**config.mk**
```make
export PLATFORM = sky130hd
export DESIGN_NAME = conv_core_acc
export DESIGN_NICKNAME = d
export VERILOG_FILES = /design/src/rtl/conv_core_pkg.sv /design/src/rtl/conv_adder_tree.sv /design/src/rtl/conv_core_acc.sv
export SDC_FILE = /design/constraint.sdc
export NUM_CORES = 1
export LEC_CHECK = 0
export CAP_MARGIN = 20
export CORE_UTILIZATION = 50
export DETAILED_ROUTE_END_ITERATION = 8
export GPL_TIMING_DRIVEN = 0
export PLACE_DENSITY = 0.78
export SLEW_MARGIN = 0
export SYNTH_ARGS = -nofsm -noshare
export SYNTH_HDL_FRONTEND = slang
export SYNTH_SLANG_ARGS = --single-unit
```
**constraint.sdc**
```tcl
create_clock -name i_clk -period 10.2 [get_ports i_clk]
set_clock_uncertainty 0.05 [all_clocks]
set_input_delay 1.02 -clock i_clk [delete_from_list [all_inputs] [get_ports i_clk]]
set_output_delay 1.02 -clock i_clk [all_outputs]
set_load 0.01 [all_outputs]
```
**src/rtl/conv_core_pkg.sv**
```systemverilog
// Shared types and width helpers for the convolution core family.
package conv_core_pkg;

    localparam int DEF_KERNEL_SIZE = 5;
    localparam int DEF_PIX_W       = 8;
    localparam int DEF_KER_W       = 8;
    localparam int DEF_SUB_W       = 8;

    typedef enum logic {
        MODE_CHAIN = 1'b0,
        MODE_ACC   = 1'b1
    } mode_e;

    function automatic int res_w(input int n, input int pix_w, input int ker_w);
        return pix_w + ker_w + $clog2(n + 1);
    endfunction

    function automatic int acc_w(input int n, input int pix_w, input int ker_w);
        return res_w(n, pix_w, ker_w) + $clog2(n);
    endfunction

endpackage

```
**src/rtl/conv_adder_tree.sv**
```systemverilog
// Combinational sum of KERNEL_SIZE products plus one sub-result.
module conv_adder_tree
    import conv_core_pkg::*;
#(
    parameter int KERNEL_SIZE = DEF_KERNEL_SIZE,
    parameter int PROD_W      = DEF_PIX_W + DEF_KER_W,
    parameter int SUB_W       = DEF_SUB_W,
    parameter int RES_W       = res_w(DEF_KERNEL_SIZE, DEF_PIX_W, DEF_KER_W)
) (
    input  logic [KERNEL_SIZE*PROD_W-1:0] prods,
    input  logic [SUB_W-1:0]              sub,
    output logic [RES_W-1:0]              sum
);

    always_comb begin
        sum = RES_W'(sub);
        for (int unsigned n = 0; n < KERNEL_SIZE; n++) begin
            sum = sum + RES_W'(prods[n*PROD_W +: PROD_W]);
        end
    end

endmodule

```
**src/rtl/conv_core_acc.sv**
```systemverilog
// N-tap unsigned MAC with two-register pipeline and optional row accumulation.
module conv_core_acc
    import conv_core_pkg::*;
#(
    parameter int KERNEL_SIZE = DEF_KERNEL_SIZE,
    parameter int PIX_W       = DEF_PIX_W,
    parameter int KER_W       = DEF_KER_W,
    parameter int SUB_W       = DEF_SUB_W,
    parameter int RES_W       = res_w(KERNEL_SIZE, PIX_W, KER_W),
    parameter int ACC_W       = acc_w(KERNEL_SIZE, PIX_W, KER_W)
) (
    input  logic                         i_clk,
    input  logic                         i_rst,
    input  logic                         i_valid,
    input  logic                         i_mode,
    input  logic [KERNEL_SIZE*PIX_W-1:0] i_s,
    input  logic [KERNEL_SIZE*KER_W-1:0] i_k,
    input  logic [SUB_W-1:0]             i_sub,
    output logic [ACC_W-1:0]             o_res,
    output logic                         o_valid,
    output logic                         o_busy
);

    localparam int PROD_W = PIX_W + KER_W;
    localparam int CNT_W  = (KERNEL_SIZE > 1) ? $clog2(KERNEL_SIZE) : 1;

    logic [CNT_W-1:0]                     cnt;
    mode_e                                beat_mode;
    logic                                 is_first;
    logic                                 is_last;

    logic [KERNEL_SIZE-1:0][PROD_W-1:0]   prod1;
    logic [SUB_W-1:0]                     sub1;
    logic                                 v1;
    mode_e                                mode1;
    logic                                 first1;
    logic                                 last1;

    logic [RES_W-1:0]                     sum;
    logic [ACC_W-1:0]                     acc;
    logic [ACC_W-1:0]                     beat_total;

    // A non-zero row count can only exist inside an accumulate group, so the
    // group's latched mode is implied by the counter and needs no register.
    always_comb begin
        beat_mode = (cnt != '0) ? MODE_ACC : mode_e'(i_mode);
        is_first  = (cnt == '0);
        is_last   = (cnt == CNT_W'(KERNEL_SIZE - 1));
    end

    always_ff @(posedge i_clk) begin
        if (i_rst) begin
            cnt    <= '0;
            v1     <= 1'b0;
            mode1  <= MODE_CHAIN;
            first1 <= 1'b0;
            last1  <= 1'b0;
            sub1   <= '0;
            prod1  <= '0;
        end else begin
            v1 <= i_valid;
            if (i_valid) begin
                for (int unsigned n = 0; n < KERNEL_SIZE; n++) begin
                    prod1[n] <= PROD_W'(i_s[n*PIX_W +: PIX_W]) * PROD_W'(i_k[n*KER_W +: KER_W]);
                end
                mode1 <= beat_mode;
                // Chain beats are treated as single-row groups.
                first1 <= (beat_mode == MODE_CHAIN) || is_first;
                last1  <= (beat_mode == MODE_CHAIN) || is_last;
                sub1   <= ((beat_mode == MODE_CHAIN) || is_first) ? i_sub : '0;
                if (beat_mode == MODE_ACC) begin
                    cnt <= is_last ? '0 : cnt + CNT_W'(1);
                end
            end
        end
    end

    conv_adder_tree #(
        .KERNEL_SIZE (KERNEL_SIZE),
        .PROD_W      (PROD_W),
        .SUB_W       (SUB_W),
        .RES_W       (RES_W)
    ) u_tree (
        .prods (prod1),
        .sub   (sub1),
        .sum   (sum)
    );

    always_comb begin
        beat_total = first1 ? ACC_W'(sum) : acc + ACC_W'(sum);
        o_busy     = (cnt != '0) || (v1 && (mode1 == MODE_ACC));
    end

    always_ff @(posedge i_clk) begin
        if (i_rst) begin
            acc     <= '0;
            o_res   <= '0;
            o_valid <= 1'b0;
        end else begin
            o_valid <= v1 && last1;
            if (v1) begin
                if (mode1 == MODE_ACC) begin
                    acc <= beat_total;
                end
                if (last1) begin
                    o_res <= beat_total;
                end
            end
        end
    end

endmodule

```
Word level (Yosys, flattened, before mapping)
Index checks and enable logic that the tools add are counted.

Bits in registers: 140. Bits of input ports: 92.

Eq/ne operators: 1. Mux-type cells: 4. Reductions and logical operators: 10. Add/subtract/negate cells: 7. Multipliers: 5. Bitwise operators: 1.

Operators with widths (number): multiplier 8 x 8 -> 16 bit (5); adder 19 x 16 -> 19 bit (4); adder 22 x 19 -> 22 bit (1); 2-to-1 mux 22 bit (1); adder 8 x 16 -> 17 bit (1); 2-to-1 mux 8 bit (1); AND reduction 2 bit (3); adder 3 x 1 -> 3 bit (second input constant) (1); == test 3 bit (second input constant) (1); logical NOT 3 bit (1); logical OR 1 bit (3); 2-to-1 mux 3 bit (1); nonzero test 3 bit (1); logical AND 1 bit (2); 2-to-1 mux 1 bit (1); NOT 1 bit (1).

Longest topological paths before layout
Depth after elaboration: 7. Mapped depth: 32.

Hierarchy
Synthesis repeated with hierarchy kept, for this count alone.

Cell total of the unflattened synthesis: 2181. Area, all modules: 18938.2 µm².

By module, submodules not included: conv_core_acc (sequential area each 2802.7 µm², area an instance 16492.1 µm², times used 1, cells each 1887); conv_adder_tree (sequential area each 0.0 µm², area an instance 2446.1 µm², times used 1, cells each 294).

Worst setup path before layout
Ideal clock, no wire load.

Path type: flip-flop to flip-flop. Start: register prod1[1] in the netlist's numbering. End: register acc[18]. Slack: 3.533 ns. Arrival: 6.531 ns. Library setup time: 0.086 ns. Stages on the path, launching flop included: 31. Clock period less this slack: 6.667 ns. Data required time: 10.064 ns. Path buffers: 0. Cell sequence: dfxtp_1 > ha_1 > a21o_1 > a21oi_1 > nand2b_1 > a21boi_0 > o311a_1 > o21a_1 > o21ai_0 > xnor2_1 > fa_1 > fa_1 > inv_1 > fa_1 > inv_1 > ha_1 > and3_1 > and2_1 > a311o_1 > a21oi_2 > o21bai_1 > xor2_1 > ha_1 > a211o_1 > a31oi_1 > o21ai_0 > o211a_1 > a211oi_2 > xnor2_1 > mux2i_1 > a211oi_1.

Longest elaborated chain between the ends: 7.

RTL lines: start: declaration (line conv_core_acc.sv:32) `logic [KERNEL_SIZE-1:0][PROD_W-1:0] prod1;`; start signal: indexed assignment (line conv_core_acc.sv:64) `prod1[n] <= PROD_W'(i_s[n*PIX_W +: PIX_W]) * PROD_W'(i_k[n*KER_W +: KER_W]);`; adder 8 x 16 -> 17 bit (*) (line conv_adder_tree.sv:18) `sum = sum + RES_W'(prods[n*PROD_W +: PROD_W]);`; adder 19 x 16 -> 19 bit (*) (4 in a row) (line conv_adder_tree.sv:18); adder 22 x 19 -> 22 bit (line conv_core_acc.sv:90) `beat_total = first1 ? ACC_W'(sum) : acc + ACC_W'(sum);`; 2-to-1 mux 22 bit (*) (line conv_core_acc.sv:90); end signal: assignment (line conv_core_acc.sv:103) `acc <= beat_total;`; end: declaration (line conv_core_acc.sv:40) `logic [ACC_W-1:0] acc;`.

Mark *: on every way between the ends. The rest lies on a longest branch, timed or not. A chain may end at the register's enable or synchronous reset.

Final worst setup path
Start: register prod1[0] in the netlist's numbering. End: register acc[18].

Same word-level chain as after synthesis.

==> results.md <==
* Area of the core at 36500 sq um
* Yosys reg bits at 140
* Crit start category: register
* Hold WC Path Type: register to register
* Xor/xnor cell area share of the yosys netlist at 4.11%
* Critical path peak fanout at 6
* Vias/cell at 5.49
* Initial Util at 50.7%
* Most used cell, CP: fa_1
* Clock Latency Late Sink at 0.43 ns
* Htree depth at 4
* Via count at 15100
* Slew @ Worst Pin at 0.928 ns
* Gr ovfl total at 0
* Dpl hpwl at 36800 microns
* DIE AREA at 37800 sq um
* IO Count at 116
* Final Max Tran Viols at 0
* Clk slew on worst S/H paths at 0.06 ns
* Mapped Cells at 2138
* Share of cells above drive strength 1 at 2.41%
* Drt drc at 0
* Global-route wire length before repair at 75400 microns
* Period utilization at 74.2%
* RSZ-0062 raised after global routing: no
* WP data required at 10.49 ns
* Root buffer cell: clkbuf_16
* Run status: finished, final reports clean
* Yosys top cell by area: fa_1
* # resized after CTS at 0
* Rows at 70
* Critical path arrival at 7.86 ns
* Antenna violations before repair at 3
* Synth Net Count at 2693
* Synth Area in Compound Gates at 11.3%
* Fmax at 0.132 GHz
* Share of synthesized area spent on multiplexers at 3.09%
* Netlist cell types at 66
* Routability cong. at 0.908
* TritonCTS Buffers at 17
* Critical path's slowest cell: fa_1
* Kind of critical path: register to register
* Syn. warnings at 0
* Cts hold-fix bufs at 0
* Detailed Route Iter0 Violations at 779
* Worst Setup End Kind: register
* Max clock buf depth at 2
* Synth Area in Simple Gates at 18.0%
* Largest net degree at the start of global routing at 17
* Slew HR at 38.1%
* GR Util All Layers at 24.4%
* Finished Layout Cells at 2749
* Async SR Flop Fraction at 0%
* Pwr Total at 5.35 mW
* First-pass DRT Iterations at 7
* Crit-path max cell delay at 0.54 ns
* Die Span Y at 194 microns
* Seq/Total Area, Yosys at 15.1%
* Worst vdd ir at 0.000249 V
* Fin crit period at 7.57 ns
* Number of global-route vias before repair at 15700
* Setup TNS at 0 ns
* Dpl cells at 2716
* Post-CTS Repair Setup Buffers at 0
* Post-Syn Area at 18500 sq um
* Flop2flop setup slack at 2.63 ns
* Top FF cell, synth: dfxtp_1
* Final Hold Viols at 0
* Power per cell area at 258 nW/um^2
* Share of the synthesized area in the top cell type at 24.9%
* Nets at 2822
* Synthesized area per cell at 8.67 sq um
* Total wire length at 44400 microns
* Synth Area in Adders at 40.6%
* Post-synth EDFFs at 0
* TritonCTS clock tree: yes
* Per-cell routed wire length at 16.1 microns
* Max Cap Viol at 0
* Largest family of logic cells by synthesized area: adder cells
* Lkg Pwr at 10.1 nW
* Finish-stage setup viols at 0
* Port Buf Inserts at 110
* ANT nets after route at 0
* Die width at 194 microns
* Clock sinks at 140
* Area grow syn2layout at 12.2%
* Synth area leaders: fa_1 25%, ha_1 16%, dfxtp_1 15%, inv_1 6.7%, and2_1 5.8%
==> state kept, by name, summed over array words and instances, names as in the netlist <==
name / cells
first1: 1
o_res: 22
mode1: 1
o_valid: 1
v1: 1
sub1: 8
acc: 22
last1: 1
prod1: 80
cnt: 3
==> cells by family (layout without fill, tap and decap cells) <==
group | count (synthesis) | in the layout
other | 0 | 2
adders and majority gates | 463 | 463
DFF | 140 | 140
xor gates and xnor gates | 87 | 87
and+or+nand+nor | 701 | 701
muxes | 56 | 56
AOI/OAI and AO/OA | 306 | 306
buffers and inverters | 385 | 526
==> stage by stage <==
stage / setup slack [ns] / hold slack [ns] / utilization [%] / instance area (sq um)
final: 2.63 / 0.412 / 56.9 / 20800
after global routing: 2.21 / 0.437 / 56.9 / 20800
after CTS: 2.68 / 0.411 / 56.9 / 20800
after detailed placement: 2.79 / 0.403 / 55.3 / 20200
after global placement: 2.87 / 0.396 / 55.3 / 20200
after floorplan: 3.53 / 0.391 / - / 18500
==> worst max-delay path, delay by kind of cell (launching register included) <==
kind                     cells  cell delay, ns
flip-flops                   1            0.36
buffers and inverters        3            0.17
multiplexers                 1            0.12
XOR/XNOR                     3            0.69
AND/OR/NAND/NOR              5            0.71
AO/OA/AOI/OAI               13            2.58
adder cells (fa/ha/maj)      7            2.77
==> power by group <==
| part | internal [mW] | switching (mW) |
|---|---|---|
| registers | 0.637 | 0.0810 |
| clock network | 0.347 | 0.261 |
| logic | 1.69 | 2.34 |
| total | 2.67 | 2.68 |
==> worst paths after layout <==
kind	startpoint	end	depth (start not counted)
setup / recovery	prod1[0]	acc[18]	32
hold / removal	o_res[9]	o_res[9]	2
setup reg to reg	prod1[0]	acc[18]	32
hold reg to reg	o_res[9]	o_res[9]	2
==> Yosys cell counts (all sizes together) (48+ instances only) <==
cell type  instances
a211oi            48
a21oi             84
and2             172
clkbuf            48
dfxtp            140
fa               230
ha               233
inv              333
mux2i             53
nand2            234
nor2             169
xnor2             57
==> placed cells by master (no fill, tap or decap), types with 7 or more instances in the layout <==
cell type        count
inv_1              333
fa_1               230
clkdlybuf4s50_1    110
and3_1              10
a21oi_1             82
nand4_1              7
a22oi_1              8
o21ai_0             36
o41a_1               7
or3_1                7
nand2_1            234
and2_1             172
mux2i_1             53
nor2b_1             12
nand3b_1             7
clkbuf_1            48
xor2_1              30
a21boi_0             7
o21a_1              12
nor2_1             169
clkbuf_16           17
a21o_1              25
nor3_1              29
o22ai_1              9
xnor2_1             57
dfxtp_1            140
nand3_1             26
nor4_1               7
a31oi_1              7
a211oi_1            46
nand2b_1             8
ha_1               233
==> layer usage <==
layer | GRT usage (%) | wire length [microns] | up-vias
met5 | 0 | 0 | -
met4 | 8.08 | 1160 | 0
met2 | 44.0 | 22300 | 399
met3 | 3.35 | 1920 | 80
li1 | - | - | 7219
met1 | 29.9 | 19000 | 7390
==> final cells by class <==
cell class,instances,area [sq um]
inverters,333,1250
clock inverters,13,134
diodes,2,5.00
repair buffers,110,1100
multi-input cells,1613,14300
well taps,468,586
clock buffers,18,439
plain buffers,52,195
flip-flops and latches,140,2800
fillers,3229,15700
Power figures use the tool's default switching activity.
==> RTL edit 1: new RTL, same flow settings <==
Set the package constant `DEF_KER_W` to 9 (it was 8).
--- a/src/rtl/conv_core_pkg.sv
+++ b/src/rtl/conv_core_pkg.sv
@@ -4,5 +4,5 @@
     localparam int DEF_KERNEL_SIZE = 5;
     localparam int DEF_PIX_W       = 8;
-    localparam int DEF_KER_W       = 8;
+    localparam int DEF_KER_W       = 9;
     localparam int DEF_SUB_W       = 8;
 
Interface: changed (resized i_k and o_res); port bits go from 116 to 122. The function was not compared with the original's and may differ.
==> RTL edit 1 against the original RTL <==
Worst hold slack gained 0.0030 ns; design area grew 10%; global-route usage grew 2.8 points; routed wire length grew 25%; sequential cell count grew 7; area after synthesis grew 11%; total power grew 17%; setup slack lost 0.57 ns; final cell count grew 12%; combinational power grew 21%; via count grew 18%.
==> RTL edit 1: results (changes against the original RTL) <==
Status
  • Status: complete, no violations

Synthesis
  • Mapped Nets: 3017 (+12%)
  • Largest cells by area after synthesis: fa_1, ha_1, dfxtp_1
  • Register area share after synthesis: 14.3% (-0.85 points)
  • Post-synth cell types: 75 (+14%)

Power and ir drop
  • Seq pwr share: 12.2% (-1.2 points)
  • Leak Pwr: 10.8 nW (+6.8%)
  • Sequential power: 0.764 mW (+6.4%)
  • Combinational power: 4.86 mW (+21%)

Route
  • DRT Wirelength: 55600 um (+25%)
  • Met3 wire length: 3550 um (+84%)
  • Max Used Layer: met5
  • Metal-1 WL: 23100 um (+22%)
  • Iteration-0 DRC count of the detailed router: 1160 (+49%)

Place
  • Post-DP HPWL: 45500 um (+24%)
  • Dpl cell area: 22300 um^2 (+10%)
  • Gpl congestion: 0.945 (+4.1%)
  • DP Worst Slack: 2.25 ns (-0.534 ns)

Global routing
  • Grt met1 use: 35.0% (+5.1 points)
  • GR Util met3: 3.34% (-0.0082 points)
  • Total GRT Usage: 27.3% (+2.8 points)
  • Vias in the first global route: 18169 (+16%)

Cells and area
  • Non-clock buffer share of cell area: 5.94% (-0.29 points)
  • Ant diodes: 0 (-2)
  • ClkCell Share: 2.53% (-0.23 points)
  • Multi-input logic area: 16000 um^2 (+12%)
  • Inverters: 353 (+6.0%)
  • Fraction of layout cells with a size suffix above 1: 2.27% (-0.14 points)
  • Fillers: 3628 (+12%)
  • Largest regs: prod1 (85), acc (23), o_res (23)

Clock tree
  • Clk sinks: 147 (+5.0%)

Critical path
  • Worst Path Max Fanout: 7 (+1)
  • R2R Setup Slk: 2.06 ns (-0.57 ns)
  • CP Data Arrival Time: 8.43 ns (+0.57 ns)
## RTL edit 1: changes by cell type in the layout (fill, tap and decap cells not counted), sizes merged, moves of 10 or more
cell	before	now
nand2	234	286
o21ai	44	80
fa	230	263
clkbuf	66	92
xnor2	57	31
a21oi	84	106
and2	172	192
inv	339	359
nor2	169	150
nor3	29	44
o211ai	5	17
nor2b	12	22
## RTL edit 1: kinds of logic (layout without fill, tap and decap cells)
logic type               after synthesis  in the layout  share of synthesized area [%]
AO/OA/AOI/OAI                        419            419                           13.7
XOR/XNOR                              65             65                           2.76
adder cells (fa/ha/maj)              502            502                           40.1
buffers and inverters                431            569                           7.89
flip-flops                           147            147                           14.3
multiplexers                          51             51                           2.50
AND/OR/NAND/NOR                      803            803                           18.8
## RTL edit 1: worst paths after layout
path	from	end	cells past startpoint
worst max-delay path	prod1[0]	o_res[21]	30
worst min-delay path	prod1[17]	prod1[17]	2
worst max register to register	prod1[0]	o_res[21]	30
worst min register to register	prod1[17]	prod1[17]	2
==> RTL edit 2: new RTL, config.mk and constraints unchanged <==
Made on the original files. Put one more register stage on the output `o_res`, without a reset. The value now appears one clock later. The other outputs are not delayed to match.
--- a/src/rtl/conv_core_acc.sv
+++ b/src/rtl/conv_core_acc.sv
@@ -24,4 +24,6 @@
     localparam int PROD_W = PIX_W + KER_W;
     localparam int CNT_W  = (KERNEL_SIZE > 1) ? $clog2(KERNEL_SIZE) : 1;
+
+    logic [ACC_W-1:0] o_res_s0;
 
     logic [CNT_W-1:0]                     cnt;
@@ -95,5 +97,5 @@
         if (i_rst) begin
             acc     <= '0;
-            o_res   <= '0;
+            o_res_s0 <= '0;
             o_valid <= 1'b0;
         end else begin
@@ -104,5 +106,5 @@
                 end
                 if (last1) begin
-                    o_res <= beat_total;
+                    o_res_s0 <= beat_total;
                 end
             end
@@ -110,4 +112,8 @@
     end
 
+    always_ff @(posedge i_clk) begin
+        o_res <= o_res_s0;
+    end
+
 endmodule
 
Function: changed (Yosys sat finds a counterexample within 4 cycles, from zero or initial values and one cycle with i_rst high).
==> RTL edit 2 against the original RTL <==
Routed wire length grew 7.4%; sequential cell count grew 22; design area grew 3.4%; count of clock-buffer cells in the layout is the same; total power grew 11%; utilization grew 0.14 points; setup slack gained 0.11 ns; area after synthesis grew 3.4%.
==> RTL edit 2: results (changes against the original RTL) <==
Critical path
  • Delay-heaviest family, CP: compound AO/OA/AOI/OAI gates
  • CP max stage cell: fa_1
  • Crit path largest cell delay: 0.51 ns (-0.03 ns)
  • Worst Path Max Fanout: 8 (+2)
  • CP Data Arrival Time: 7.75 ns (-0.11 ns)

Synthesis
  • Number of synthesized flops with an enable pin: 0 (unchanged)
  • Register area share after synthesis: 16.9% (+1.8 points)
  • Async set-reset flop share out of synthesis: 0% (unchanged)
  • Top cells by count, synth: inv_1, nand2_1, ha_1
  • Post-synth cell types: 73 (+11%)
  • Dominant synthesized flop cell: dfxtp_1
  • Largest cells by area after synthesis: fa_1, dfxtp_1, ha_1
  • Mapped Nets: 2749 (+2.1%)
  • Ys Warns: 0 (unchanged)

Clock tree
  • Root Driver: clkbuf_16
  • Htree depth: 4 (unchanged)
  • Clk_lat worst skew: approximately 0.44 ns
  • Setup bufs post-CTS: 0 (unchanged)
  • Clock-pin slew on the worst setup and hold paths: ~0.070 ns
  • Total CTS buffers: 17 (unchanged)
  • Post-CTS sizing: 0 (unchanged)
  • Clock tree buffer depth: 2 (unchanged)

Global routing
  • Vias in the first global route: 16033 (+2.4%)
  • Largest net degree at the start of global routing: 17 (unchanged)
  • First-pass GRT wire length: 78700 um (+4.4%)
  • Total GRT Usage: 25.1% (+0.65 points)
  • Initial antenna violation count: 0 (-3)

Cells and area
  • Fraction of layout cells with a size suffix above 1: 2.57% (+0.16 points)
  • Final instance area: 21500 um^2 (+3.4%)
  • Layout Nets: 2878 (+2.0%)
  • Fillers: 3357 (+4.0%)
  • Largest register FFs: 80 (unchanged)
  • Top reg by flops: prod1
  • Ant diodes: 0 (-2)

Place
  • DP Worst Slack: 2.93 ns (+0.147 ns)
  • Post-DP HPWL: 38800 um (+5.4%)
  • Dpl cell area: 20900 um^2 (+3.4%)
  • Gpl congestion: 0.951 (+4.7%)
  • PortBufs: 110 (unchanged)

Route
  • Average wire per standard cell: 16.7 um (+3.7%)
  • Iteration-0 DRC count of the detailed router: 939 (+21%)
  • Via count: 15657 (+3.8%)
  • DRT Pass-1 Iters: 6 (-1)

Power and ir drop
  • Max VDD drop: 0.275 mV (+10%)
  • Leak Pwr: 10.3 nW (+1.5%)
  • NetSw: 3.03 mW (+13%)

Status
  • Status: complete, no violations

Worst hold path
  • Hold WC Path Type: reg2reg

Timing
  • Least-Margin Pin Slew: 0.984 ns (+0.0562 ns)
-- RTL edit 2: layer usage --
layer / GRT usage [%] / vias to the layer above / wire length, um
li1: - / 7447 / -
met1: 32.3 / 7648 / 20600
met2: 43.1 / 465 / 23100
met3: 2.95 / 97 / 2380
met4: 9.36 / 0 / 1620
met5: 0 / - / 0
-- RTL edit 2: power groups by stage --
stage | sequential (mW) | clock [mW] | combinational, mW
finish | 0.813 | 0.660 | 4.45
detailed placement | 0.823 | 0 | 4.34
CTS | 0.810 | 0.661 | 4.39
global route | 0.820 | 0.685 | 4.97
floorplan | 0.796 | 0 | 3.33
global placement | 0.820 | 0 | 4.23
-- RTL edit 2: cell families (layout without fill, tap and decap cells) --
| kind of cell | after synthesis | after routing | share of synthesized area, % |
|---|---|---|---|
| simple gates | 697 | 697 | 17.8 |
| fa+ha+maj | 463 | 463 | 39.3 |
| buf+inv | 395 | 537 | 8.09 |
| compound gates | 355 | 355 | 12.1 |
| flops | 162 | 162 | 16.9 |
| xor+xnor | 80 | 80 | 3.66 |
| mux | 42 | 42 | 2.24 |
-- RTL edit 2: area by class of cell --
type,count,area (um^2),share of cell area (%)
multi-input combinational,1637,14400,66.8
sequential,162,3240,15.1
inverter,336,1260,5.87
timing repair buffer,110,1100,5.12
tap,511,639,2.97
clock buffer,18,429,2.00
buffer,59,289,1.34
clock inverter,14,168,0.780
-- RTL edit 2: through the flow --
stage | power, mW | hold slack [ns] | util (%) | cells
floorplan | 4.12 | 0.276 | - | 2194
global placement | 5.05 | 0.285 | 55.5 | 2815
detailed placement | 5.16 | 0.286 | 55.5 | 2815
CTS | 5.86 | 0.298 | 57.1 | 2847
global route | 6.47 | 0.300 | 57.1 | 2847
finish | 5.92 | 0.299 | 57.1 | 2847
-- RTL edit 2: final timing paths --
check / from / end / slack, ns / depth (start not counted)
worst max register to register: prod1[0] / o_res_s0[20] / 2.74 / 28
worst min register to register: o_res_s0[4] / o_res[4] / 0.30 / 0
worst min-delay path: o_res_s0[4] / o_res[4] / 0.30 / 0
worst max-delay path: prod1[0] / o_res_s0[20] / 2.74 / 28
-- RTL edit 2: worst reg2reg max path: cells and delay by family, from the launching register on --
| family | cells | cell delay [ns] |
|---|---|---|
| xor+xnor | 3 | 0.68 |
| flops | 1 | 0.35 |
| compound gates | 12 | 3.07 |
| fa+ha+maj | 7 | 2.72 |
| simple gates | 1 | 0.11 |
| buf+inv | 5 | 0.38 |
